$ cat src/rtl/vga_pkg.sv
// vga_pkg: 640x480@60 timing constants, frame-buffer geometry and the RGB332 pixel layout.
package vga_pkg;
  localparam int H_ACTIVE = 640;
  localparam int H_FP = 16;
  localparam int H_SYNC = 96;
  localparam int H_BP = 48;
  localparam int V_ACTIVE = 480;
  localparam int V_FP = 10;
  localparam int V_SYNC = 2;
  localparam int V_BP = 33;
  localparam int IMG_W = 160;
  localparam int IMG_H = 120;
  localparam int SCALE_SHIFT = 2;
  localparam int ADDR_W = 15;
  localparam int CNT_W = 10;
  function automatic int total(input int a, input int fp, input int s, input int bp);
    return a + fp + s + bp;
  endfunction
  localparam int H_TOTAL = total(H_ACTIVE, H_FP, H_SYNC, H_BP);
  localparam int V_TOTAL = total(V_ACTIVE, V_FP, V_SYNC, V_BP);
  typedef struct packed {
    logic [2:0] r;
    logic [2:0] g;
    logic [1:0] b;
  } rgb332_t;
endpackage

$ cat src/rtl/vga_timing.sv
// vga_timing: h/v raster counters with raw (undelayed) sync, image-window and frame-start flags.
module vga_timing #(
  parameter int H_ACTIVE = vga_pkg::H_ACTIVE,
  parameter int H_FP = vga_pkg::H_FP,
  parameter int H_SYNC = vga_pkg::H_SYNC,
  parameter int H_BP = vga_pkg::H_BP,
  parameter int V_ACTIVE = vga_pkg::V_ACTIVE,
  parameter int V_FP = vga_pkg::V_FP,
  parameter int V_SYNC = vga_pkg::V_SYNC,
  parameter int V_BP = vga_pkg::V_BP,
  parameter int IMG_W = vga_pkg::IMG_W,
  parameter int IMG_H = vga_pkg::IMG_H,
  parameter int SCALE_SHIFT = vga_pkg::SCALE_SHIFT
) (
  input  logic                       clk,
  input  logic                       rst,
  output logic [vga_pkg::CNT_W-1:0]  h_o,
  output logic [vga_pkg::CNT_W-1:0]  v_o,
  output logic                       hs_o,
  output logic                       vs_o,
  output logic                       img_o,
  output logic                       fs_o,
  output logic                       h_wrap_o,
  output logic                       v_wrap_o
);
  import vga_pkg::CNT_W;
  import vga_pkg::total;
  localparam logic [CNT_W-1:0] H_LAST = CNT_W'(total(H_ACTIVE, H_FP, H_SYNC, H_BP) - 1);
  localparam logic [CNT_W-1:0] V_LAST = CNT_W'(total(V_ACTIVE, V_FP, V_SYNC, V_BP) - 1);
  localparam logic [CNT_W-1:0] HS_BEG = CNT_W'(H_ACTIVE + H_FP);
  localparam logic [CNT_W-1:0] HS_END = CNT_W'(H_ACTIVE + H_FP + H_SYNC - 1);
  localparam logic [CNT_W-1:0] VS_BEG = CNT_W'(V_ACTIVE + V_FP);
  localparam logic [CNT_W-1:0] VS_END = CNT_W'(V_ACTIVE + V_FP + V_SYNC - 1);
  logic [CNT_W-1:0] h_q, v_q;
  assign h_o = h_q;
  assign v_o = v_q;
  assign h_wrap_o = h_q == H_LAST;
  assign v_wrap_o = v_q == V_LAST;
  always_ff @(posedge clk) begin
    if (rst) begin
      h_q <= '0;
      v_q <= '0;
    end else begin
      h_q <= h_wrap_o ? '0 : h_q + 1'b1;
      if (h_wrap_o) v_q <= v_wrap_o ? '0 : v_q + 1'b1;
    end
  end
  always_comb begin
    hs_o = !(h_q >= HS_BEG && h_q <= HS_END);
    vs_o = !(v_q >= VS_BEG && v_q <= VS_END);
    img_o = h_q < CNT_W'(H_ACTIVE) && v_q < CNT_W'(V_ACTIVE) &&
            (h_q >> SCALE_SHIFT) < CNT_W'(IMG_W) && (v_q >> SCALE_SHIFT) < CNT_W'(IMG_H);
    fs_o = h_q == '0 && v_q == '0;
  end
endmodule

$ cat src/rtl/vga_frame_reader.sv
// vga_frame_reader: scans the captured frame buffer, upscales each pixel to a square block
// and drives registered VGA pins three clocks behind the raster counters.
module vga_frame_reader #(
  parameter int H_ACTIVE = vga_pkg::H_ACTIVE,
  parameter int H_FP = vga_pkg::H_FP,
  parameter int H_SYNC = vga_pkg::H_SYNC,
  parameter int H_BP = vga_pkg::H_BP,
  parameter int V_ACTIVE = vga_pkg::V_ACTIVE,
  parameter int V_FP = vga_pkg::V_FP,
  parameter int V_SYNC = vga_pkg::V_SYNC,
  parameter int V_BP = vga_pkg::V_BP,
  parameter int IMG_W = vga_pkg::IMG_W,
  parameter int IMG_H = vga_pkg::IMG_H,
  parameter int SCALE_SHIFT = vga_pkg::SCALE_SHIFT,
  parameter int ADDR_W = vga_pkg::ADDR_W
) (
  input  logic              clk,
  input  logic              rst,
  output logic [ADDR_W-1:0] rd_addr,
  input  logic [7:0]        rd_data,
  output logic              vga_hsync,
  output logic              vga_vsync,
  output logic [2:0]        vga_r,
  output logic [2:0]        vga_g,
  output logic [1:0]        vga_b,
  output logic              frame_start
);
  import vga_pkg::CNT_W;
  import vga_pkg::rgb332_t;
  localparam logic [CNT_W-1:0] GRP = CNT_W'((1 << SCALE_SHIFT) - 1);
  logic [CNT_W-1:0] h, v;
  logic hs, vs, img, fs, h_wrap, v_wrap;
  logic [ADDR_W-1:0] row_base_q, rd_addr_q;
  logic [1:0] img_q, hs_q, vs_q, fs_q;
  rgb332_t px;
  vga_timing #(
    .H_ACTIVE(H_ACTIVE), .H_FP(H_FP), .H_SYNC(H_SYNC), .H_BP(H_BP),
    .V_ACTIVE(V_ACTIVE), .V_FP(V_FP), .V_SYNC(V_SYNC), .V_BP(V_BP),
    .IMG_W(IMG_W), .IMG_H(IMG_H), .SCALE_SHIFT(SCALE_SHIFT)
  ) u_timing (
    .clk(clk), .rst(rst), .h_o(h), .v_o(v), .hs_o(hs), .vs_o(vs),
    .img_o(img), .fs_o(fs), .h_wrap_o(h_wrap), .v_wrap_o(v_wrap)
  );
  assign rd_addr = rd_addr_q;
  assign px = rgb332_t'(rd_data);
  // bit 0 of each delay pair is the S1 copy, bit 1 the S2 copy aligned with rd_data
  always_ff @(posedge clk) begin
    if (rst) begin
      row_base_q <= '0;
      rd_addr_q <= '0;
      img_q <= '0;
      hs_q <= '1;
      vs_q <= '1;
      fs_q <= '0;
      vga_hsync <= 1'b1;
      vga_vsync <= 1'b1;
      vga_r <= '0;
      vga_g <= '0;
      vga_b <= '0;
      frame_start <= 1'b0;
    end else begin
      if (h_wrap) row_base_q <= v_wrap ? '0 : (v & GRP) == GRP ? row_base_q + ADDR_W'(IMG_W) : row_base_q;
      rd_addr_q <= img ? row_base_q + ADDR_W'(h >> SCALE_SHIFT) : '0;
      img_q <= {img_q[0], img};
      hs_q <= {hs_q[0], hs};
      vs_q <= {vs_q[0], vs};
      fs_q <= {fs_q[0], fs};
      vga_hsync <= hs_q[1];
      vga_vsync <= vs_q[1];
      vga_r <= img_q[1] ? px.r : '0;
      vga_g <= img_q[1] ? px.g : '0;
      vga_b <= img_q[1] ? px.b : '0;
      frame_start <= fs_q[1];
    end
  end
endmodule

$ cat config.mk
export PLATFORM = sky130hd
export DESIGN_NAME = vga_frame_reader
export DESIGN_NICKNAME = d
export VERILOG_FILES = /design/src/rtl/vga_pkg.sv /design/src/rtl/vga_timing.sv /design/src/rtl/vga_frame_reader.sv
export SDC_FILE = /design/constraint.sdc
export NUM_CORES = 1
export LEC_CHECK = 0
export BUFFER_PORTS_ARGS = -buffer_cell sky130_fd_sc_hd__buf_2
export CORE_MARGIN = 3
export CORE_UTILIZATION = 50
export DETAILED_ROUTE_END_ITERATION = 7
export GPL_TIMING_DRIVEN = 1
export PLACE_DENSITY = 0.81
export SETUP_SLACK_MARGIN = 0.3
export SYNTH_ARGS = -nofsm -noshare
export SYNTH_HDL_FRONTEND = slang
export SYNTH_SLANG_ARGS = --single-unit
$ cat constraint.sdc
create_clock -name clk -period 5.4 [get_ports clk]
set_clock_uncertainty 0.2 [all_clocks]
set_input_delay 0.27 -clock clk [delete_from_list [all_inputs] [get_ports clk]]
set_output_delay 0.27 -clock clk [all_outputs]
set_load 0.05 [all_outputs]
# [Yosys cells after proc, flatten, opt, wreduce, memory -nomap -nowiden]
# Index checks and enable logic that the tools add are counted.
[op_classes] mux=3 bitwise_logic=2 n_addsub=4 reduce_logical=15 order_cmp=8 eq_ne=3
[ops] op="two-way mux 15 bit" count=2
[ops] op="adder 10 x 1 -> 10 bit (second input constant)" count=2
[ops] op="== test 10 bit (second input constant)" count=2
[ops] op="logical NOT 10 bit" count=2
[ops] op="adder 15 x 8 -> 15 bit" count=1
[ops] op="adder 15 x 8 -> 15 bit (second input constant)" count=1
[ops] op="greater-or-equal comparator 10 bit (second input constant)" count=1
[ops] op="greater-or-equal comparator 10 x 9 -> 1 bit (second input constant)" count=1
[ops] op="<= comparator 10 bit (second input constant)" count=1
[ops] op="<= comparator 10 x 9 -> 1 bit (second input constant)" count=1
[ops] op="< comparator 10 bit (second input constant)" count=1
[ops] op="< comparator 10 x 9 -> 1 bit (second input constant)" count=1
[ops] op="two-way mux 10 bit" count=1
[ops] op="< comparator 8 x 7 -> 1 bit (second input constant)" count=1
[ops] op="< comparator 8 bit (second input constant)" count=1
[ops] op="logical AND 1 bit" count=6
[ops] op="OR reduction 2 bit" count=3
[ops] op="== test 2 bit (second input constant)" count=1
[ops] op="logical NOT 1 bit" count=2
[ops] op="NOT 1 bit" count=2
[ops] op="AND reduction 2 bit" count=1
[ops] op="nonzero test 2 bit" count=1
[totals] regBits=69 output_inout_bits=26 input_bits=10 wordCells=49

# [Depth between registers and ports, before layout]
# Gate-level depths: netlist of run 1.
[depth] depth_word=6 mapped_depth=7 depth_no_buf=6

# [Hierarchy]
# From an unflattened synthesis of run 1, not the netlist that was laid out.
[hier_totals] hier_cells=279 hier_area_um2=2621.3
[modules_own_cells] mod="vga_frame_reader" seq_area_each_um2=880.8 cells_per_inst=150 n_inst=1 area_per_inst_um2=1557.7
[modules_own_cells] mod="vga_timing" seq_area_each_um2=400.4 cells_per_inst=129 n_inst=1 area_per_inst_um2=1063.5

# [Worst setup path before layout of run 1]
# Ideal clock, no wire load.
[synth_timing] path_kind="reg2reg" from="reg u_timing.h_q[0] (netlist: u_timing.h_o[0])" to="reg row_base_q[10]" arrival_ns=1.806 n_path_buf=2 setup_time_ns=0.131 stages_incl_launch_ff=8 setup_slack_ns=3.263 cell_sequence="dfxtp_1 -> ha_1 -> and4_1 -> clkbuf_1 -> nand3_1 -> clkbuf_1 -> o41ai_1 -> a21oi_1"
[synth_via] elab_chain_cells=2
[synth_rtl] element="from (decl)" line="vga_timing.sv:34" source="logic [CNT_W-1:0] h_q, v_q;"
[synth_rtl] element="from (signal assigned)" line="vga_timing.sv:44" source="h_q <= h_wrap_o ? '0 : h_q + 1'b1;"
[synth_rtl] element="== test 10 bit" line="vga_timing.sv:37" source="assign h_wrap_o = h_q == H_LAST;"
[synth_rtl] element="AND reduction 2 bit (no source line)"
[synth_rtl] element="to (signal assigned)" line="vga_frame_reader.sv:62" source="if (h_wrap) row_base_q <= v_wrap ? '0 : (v & GRP) == GRP ? row_base_q + ADDR_W'(IMG_W) : row_base_q;"
[synth_rtl] element="to (decl)" line="vga_frame_reader.sv:33" source="logic [ADDR_W-1:0] row_base_q, rd_addr_q;"
# Every way passes these cells.
# A chain may end at the register's enable or synchronous reset.

# [Worst setup path in the final report of run 1]
[layout_timing] from="reg u_timing.h_q[0] (netlist: u_timing.h_o[0])" to="reg u_timing.v_q[9] (netlist: u_timing.v_o[9])"
[layout_via] elab_chain_cells=1
[layout_rtl] element="== test 10 bit" line="vga_timing.sv:37"
[layout_rtl] element="to (signal assigned)" line="vga_timing.sv:45" source="if (h_wrap_o) v_q <= v_wrap_o ? '0 : v_q + 1'b1;"
[layout_rtl] element="to (decl)" line="vga_timing.sv:34"
# Every way passes these cells.

==> out/results.tsv, run 1 <==
metric	value	unit
antenna violations before repair	0	
fin crit share	50.7	%
Root Buffer	clkbuf_8	
DRC	0	
critical path's largest stage delay	0.84	ns
DIE HEIGHT	79.0	um
syn_nets	304	
Detail Route Antenna Nets	0	
Clock Latency Late Sink	0.35	ns
Crit Path Category	flip-flop to flip-flop	
Highest Signal Layer	met4	
Slew @ Worst Pin	1.23	ns
final worst slack	2.66	ns
fin nets	343	
vias	2183	
core area	0.00494	mm^2
drt via density	5.51	
Rows	25	
critical path's slowest cell	o21bai_2	
share of layout cells above drive strength 1	19.1	%
grt total ovfl	0	
metal2 WL	2700	um
area delta synth->final	17.0	%
Overall Power	0.000885	W
drt pass-1 iters	4	
Final TNS setup	0	ns
CTS tree	built	
count leader, synth	dfxtp_1	
HP Class	primary input to flip-flop	
Hold Vio Cnt, Final	0	
Die W	79.0	um
flops & latches, synth	64	
largest net degree at the start of global routing	20	
status	finished, final reports clean	
worst slack, placed	2.69	ns
H-tree depth	3	
share of the yosys chip area belonging to registers	48.1	%
EDFF count, synth	0	
Antenna Cells	0	
# fillers	426	
Final Setup Violations	0	
max-cap violations	0	
Post-Syn Area per Cell	9.34	um^2
VDD IR max	0.141	mV
share of the synthesized area in the top cell type	48.1	%
Cell Pwr Density	284	mW/mm^2
WP data required	5.40	ns
Async S/R FF share, synth	0	%
clk slew on worst S/H paths	0.07	ns
yosys warns	0	
Unique masters post-synth	42	
postcts setup bufs	0	
global-route wire length before repair	9420	um
total wire length	5460	um
Rel. slew slack	17.5	%
# IOs	36	
worst-path cell chain	ha_1, and4_1, nand3_1, o21bai_2, o21bai_1	
RSZ-0062 raised after global routing	false	
initial DRC count	166	
clk buf depth	2	
Mapped Area	0.00266	mm^2
die area	0.00624	mm^2
Post-Syn Instances	285	
Lkg Pwr	1.21	nW
Final Slew Violations	0	
worst-path maximum fanout	19	
Max Fclk	366	MHz
post-layout min period	2.74	ns
vias in the first global route	2020	
crit start category	flip-flop	
total track usage	19.4	%
Initial Util	53.9	%
top cells by area, synth	dfxtp_1 48%, ha_1 4.2%, a21oi_1 3.8%, and2_1 3.5%, nor2_1 3.4%	
routability cong.	0.858	
Worst EP arrival	2.74	ns
Met3 Wirelength	306	um
drt wl/cell	13.8	um
crit end category	flip-flop	
area leader, netlist	dfxtp_1	
top post-synthesis cells by count	64 x dfxtp_1, 24 x nor2_1, 20 x a21oi_1	
post-DP HPWL	3420	um
Port Buffers	35	
most used flip-flop cell after synthesis	dfxtp_1	
Inserted Clock Buffers	9	
clk sinks	64	
Post-Route M1 WL	2350	um
==> cell usage in the layout, fill, tap and decap left out, types with 9 or more instances in the layout <==
master / instances
ha_1: 9
nand3_1: 13
nand2_1: 9
or4_1: 12
inv_1: 9
xnor2_1: 10
o31ai_1: 11
clkbuf_8: 10
buf_2: 35
and2_1: 15
nand4_1: 10
dfxtp_1: 64
nor2_1: 24
a21oi_1: 20
==> metal layers <==
metal / up-vias / GRT usage [%]
li1: 1098 / -
met1: 1012 / 23.5
met2: 63 / 32.8
met3: 10 / 3.74
met4: 0 / 9.28
met5: - / 0
==> cell families (layout without fill, tap and decap cells) <==
group                      Yosys count  in the layout  synth area share (%)
and+or+nand+nor                    122            122                  26.6
xor gates and xnor gates            17             17                  5.59
buffers and inverters               24             68                  3.85
AOI/OAI and AO/OA                   49             49                  11.6
DFF                                 64             64                  48.1
adders and majority gates            9              9                  4.23
==> sequential cells by signal, indices dropped and copies added, names as in the netlist, 3 cells and up <==
signal / count
row_base_q: 10
u_timing.v_o: 10
u_timing.h_o: 10
rd_addr: 15
vga_g: 3
vga_r: 3
==> power breakdown <==
group	total [W]	internal (W)	switching (W)
Sequential	0.000481	0.000478	0.00000336
Combinational	0.0000355	0.0000137	0.0000218
Clock	0.000368	0.000179	0.000189
==> area by class of cell <==
cell class | instances | area (um^2) | share of cell area, %
Clock buffer | 10 | 138 | 4.42
Sequential cell | 64 | 1280 | 41.1
Timing Repair Buffer | 43 | 255 | 8.19
Multi-Input combinational cell | 197 | 1280 | 41.0
Clock inverter | 6 | 45.0 | 1.45
Inverter | 9 | 33.8 | 1.08
Tap cell | 67 | 83.8 | 2.69
==> through the flow <==
step / hold WS, ns / area, um^2 / instances / util (%)
after floorplan: 0.142 / 2660 / 285 / -
after global placement: 0.192 / 2850 / 372 / 57.7
after detailed placement: 0.198 / 2850 / 372 / 57.7
after CTS: 0.0786 / 3120 / 396 / 63.0
after global routing: 0.115 / 3120 / 396 / 63.0
final: 0.0822 / 3120 / 396 / 63.0
==> critical path, delay by kind of cell, from the launching register on <==
family	cells	cell delay (ns)
AO/OA/AOI/OAI	2	0.98
AND/OR/NAND/NOR	2	0.78
flip-flops	1	0.39
adder cells (fa/ha/maj)	1	0.25
==> final timing paths <==
path | start | end | slack (ns) | depth (start not counted)
setup reg to reg | u_timing.h_o[0] | u_timing.v_o[9] | 2.66 | 5
hold / removal | rst | u_timing.h_o[4] | 0.08 | 2
hold reg to reg | vs_q[1] | vga_vsync | 0.21 | 1
setup / recovery | u_timing.h_o[0] | u_timing.v_o[9] | 2.66 | 5
==> timing repair <==
| action | CTS | global route |
|---|---|---|
| hold buffers | 8 | 0 |
| resized for setup | 0 | 0 |
| setup endpoints to repair | 0 | 0 |
| hold endpoints to repair | 8 | 0 |
Power figures use the tool's default switching activity.
==> run 2, diff against run 1 <==
- ABC_AREA: unset -> 1
- PLACE_DENSITY: 0.81 -> 0.8
- clock period: 5.4 -> 2.8 ns (I/O delays scaled with it)
==> out/results.tsv, run 2 <==
metric	value	unit	change
post-DP HPWL	4430	um	+29%
post-layout min period	2.00	ns	-0.731 ns
share of the yosys chip area belonging to registers	45.0	%	-3.1 points
drt wl/cell	11.9	um	-14%
Root Buffer	clkbuf_8		
DRC	0		unchanged
crit-path most repeated cell	nand2_1		
Post-Place Cells	497		+34%
antenna violations before repair	0		unchanged
WHS Endpoint	vga_vsync		
clk slew on worst S/H paths	0.07	ns	about the same
hold path depth	1		-1
Post-Syn Instances	398		+40%
flop-to-flop setup slack	0.80	ns	-1.87 ns
Crit Path Category	flip-flop to flip-flop		
initial DRC count	226		+36%
CTS-repair resized insts	0		unchanged
Port Buffers	35		unchanged
clk buf depth	2		unchanged
DIE HEIGHT	81.4	um	+3.1%
Core Util, Final	63.7	%	+0.69 points
global-route wire length before repair	10500	um	+11%
HP Class	flip-flop to flip-flop		
critical path's largest stage delay	0.37	ns	-0.47 ns
Antenna Cells	0		unchanged
Final TNS setup	0	ns	unchanged
WP data required	2.84	ns	-2.56 ns
Post-Syn Area per Cell	7.15	um^2	-23%
status	finished, final reports clean		
Max Fclk	499	MHz	+36%
worst-path maximum fanout	12		-7
largest net degree at the start of global routing	18		-10%
Hold Vio Cnt, Final	0		unchanged
EDFF count, synth	0		unchanged
drt pass-1 iters	4		unchanged
total track usage	20.5	%	+1.2 points
Die W	81.4	um	+3.1%
fin crit share	71.6	%	+21 points
Detail Route Antenna Nets	0		unchanged
Clock Latency Late Sink	0.34	ns	about the same
Final Slew Violations	0		unchanged
worst-path cell chain	ha_1, nand3_2, nor2_1, nand2_2, nand2_1, nand2_1, and3_1		
share of layout cells above drive strength 1	15.3	%	-3.8 points
FF-to-FF End	row_base_q[5]		
worst r2r src	u_timing.h_o[0]		
Rel. slew slack	65.6	%	+48 points
total wire length	6200	um	+14%
top cells by area, synth	dfxtp_1 45%, nand2_1 12%, inv_1 8.4%, nor2_1 8.0%, nand3_1 5.1%		
Inserted Clock Buffers	9		unchanged
VDD IR max	0.375	mV	+170%
area delta synth->final	18.8	%	
Slew @ Worst Pin	0.512	ns	-0.719 ns
count leader, synth	nand2_1		
clk sinks	64		unchanged
Final Setup Violations	0		unchanged
Mapped Area	0.00285	mm^2	+6.9%
syn_nets	417		+37%
crit end category	flip-flop		
Cell Count, Final, Fillers Out	521		+32%
share of the synthesized area in the top cell type	45.0	%	-3.1 points
vias	2597		+19%
flops & latches, synth	64		unchanged
Async S/R FF share, synth	0	%	unchanged
vias in the first global route	2417		+20%
drt via density	4.98		-9.6%
Lkg Pwr	1.58	nW	+31%
Cell Pwr Density	556	mW/mm^2	+96%
crit start category	flip-flop		
hold_ws	0.213	ns	+0.131 ns
Min-Delay Startpoint	vs_q[1]		
area leader, netlist	dfxtp_1		
top post-synthesis cells by count	88 x nand2_1, 64 x dfxtp_1, 64 x inv_1		
max-cap violations	0		unchanged
commonest non-fill, non-tap cell in the layout	nand2_1		
CTS tree	built		
core area	0.00530	mm^2	+7.3%
max reg flops	15		unchanged
most used flip-flop cell after synthesis	dfxtp_1		
Rows	26		+4.0%
die area	0.00663	mm^2	+6.3%
yosys warns	0		unchanged
Final Instance Area	0.00338	mm^2	+8.5%
RSZ-0062 raised after global routing	false		
H-tree depth	3		unchanged
fin nets	466		+36%
commonest non-fill, non-tap cells in the layout	88 x nand2_1, 64 x inv_1, 64 x dfxtp_1, 61 x nor2_1, 35 x buf_2		
grt total ovfl	0		unchanged
Post-DP Area	0.00307	mm^2	+7.6%
Worst EP arrival	2.04	ns	-0.70 ns
critical path's slowest cell	dfxtp_1		
Initial Util	53.7	%	-0.22 points
length in cells of the worst reg-to-reg path	7		+2
# IOs	36		unchanged
routability cong.	0.986		+15%
Unique masters post-synth	32		-24%
## run 2: metal layers
metal	vias to the layer above	track usage (%)	wire length [um]
met5	-	0	0
li1	1338	-	-
met3	10	6.25	431
met1	1158	23.4	2710
met2	91	36.0	2970
met4	0	7.77	94
## run 2: worst max path at each step
stage | endpoint | slack [ns] | startpoint
2_1_floorplan | rd_addr[13] | 1.08 | u_timing.h_o[8]
3_3_place_gp | row_base_q[5] | 0.89 | u_timing.h_o[0]
3_5_place_dp | row_base_q[5] | 0.84 | u_timing.h_o[0]
4_1_cts | row_base_q[5] | 0.81 | u_timing.h_o[0]
5_1_grt | rd_addr[11] | 0.61 | u_timing.h_o[7]
6_report | row_base_q[5] | 0.80 | u_timing.h_o[0]
## run 2: timing repair
action | in CTS | in global routing
hold endpoints to repair | 15 | 0
endpoints found under the setup margin | 0 | 0
setup buffers | 0 | 0
hold buffers | 9 | 0
## run 2: metrics by stage
stage	setup WS, ns	power [W]
after floorplan	1.08	0.000993
after global placement	0.894	0.00101
after detailed placement	0.842	0.00101
after CTS	0.807	0.00189
after global routing	0.611	0.00194
final	0.795	0.00188
## run 2: logic make-up (layout without fill, tap and decap cells)
logic type | count (synthesis) | after routing | synth area share (%)
compound gates | 32 | 32 | 6.07
xor+xnor | 5 | 5 | 1.54
fa+ha+maj | 9 | 9 | 3.96
buf+inv | 76 | 129 | 10.7
flops | 64 | 64 | 45.0
simple gates | 212 | 212 | 32.7
## run 2: layout make-up
type	count	area (um^2)
tap	70	87.6
timing repair buffer	45	273
sequential	64	1280
fill	432	1920
inverter	69	259
clock inverter	5	81.3
clock buffer	10	138
multi-input combinational	258	1260
## run 2: power by group
group	leakage [nW]	total, W	internal [W]	switching [W]
logic	0.956	0.0000769	0.0000278	0.0000491
registers	0.518	0.000927	0.000922	0.00000534
clock network	0.108	0.000874	0.000520	0.000354
total	1.58	0.00188	0.00147	0.000408
## run 2: critical path, delay by kind of cell (launching register included)
kind / cells / cell delay (ns)
AND/OR/NAND/NOR: 6 / 1.11
adder cells (fa/ha/maj): 1 / 0.22
flip-flops: 1 / 0.37
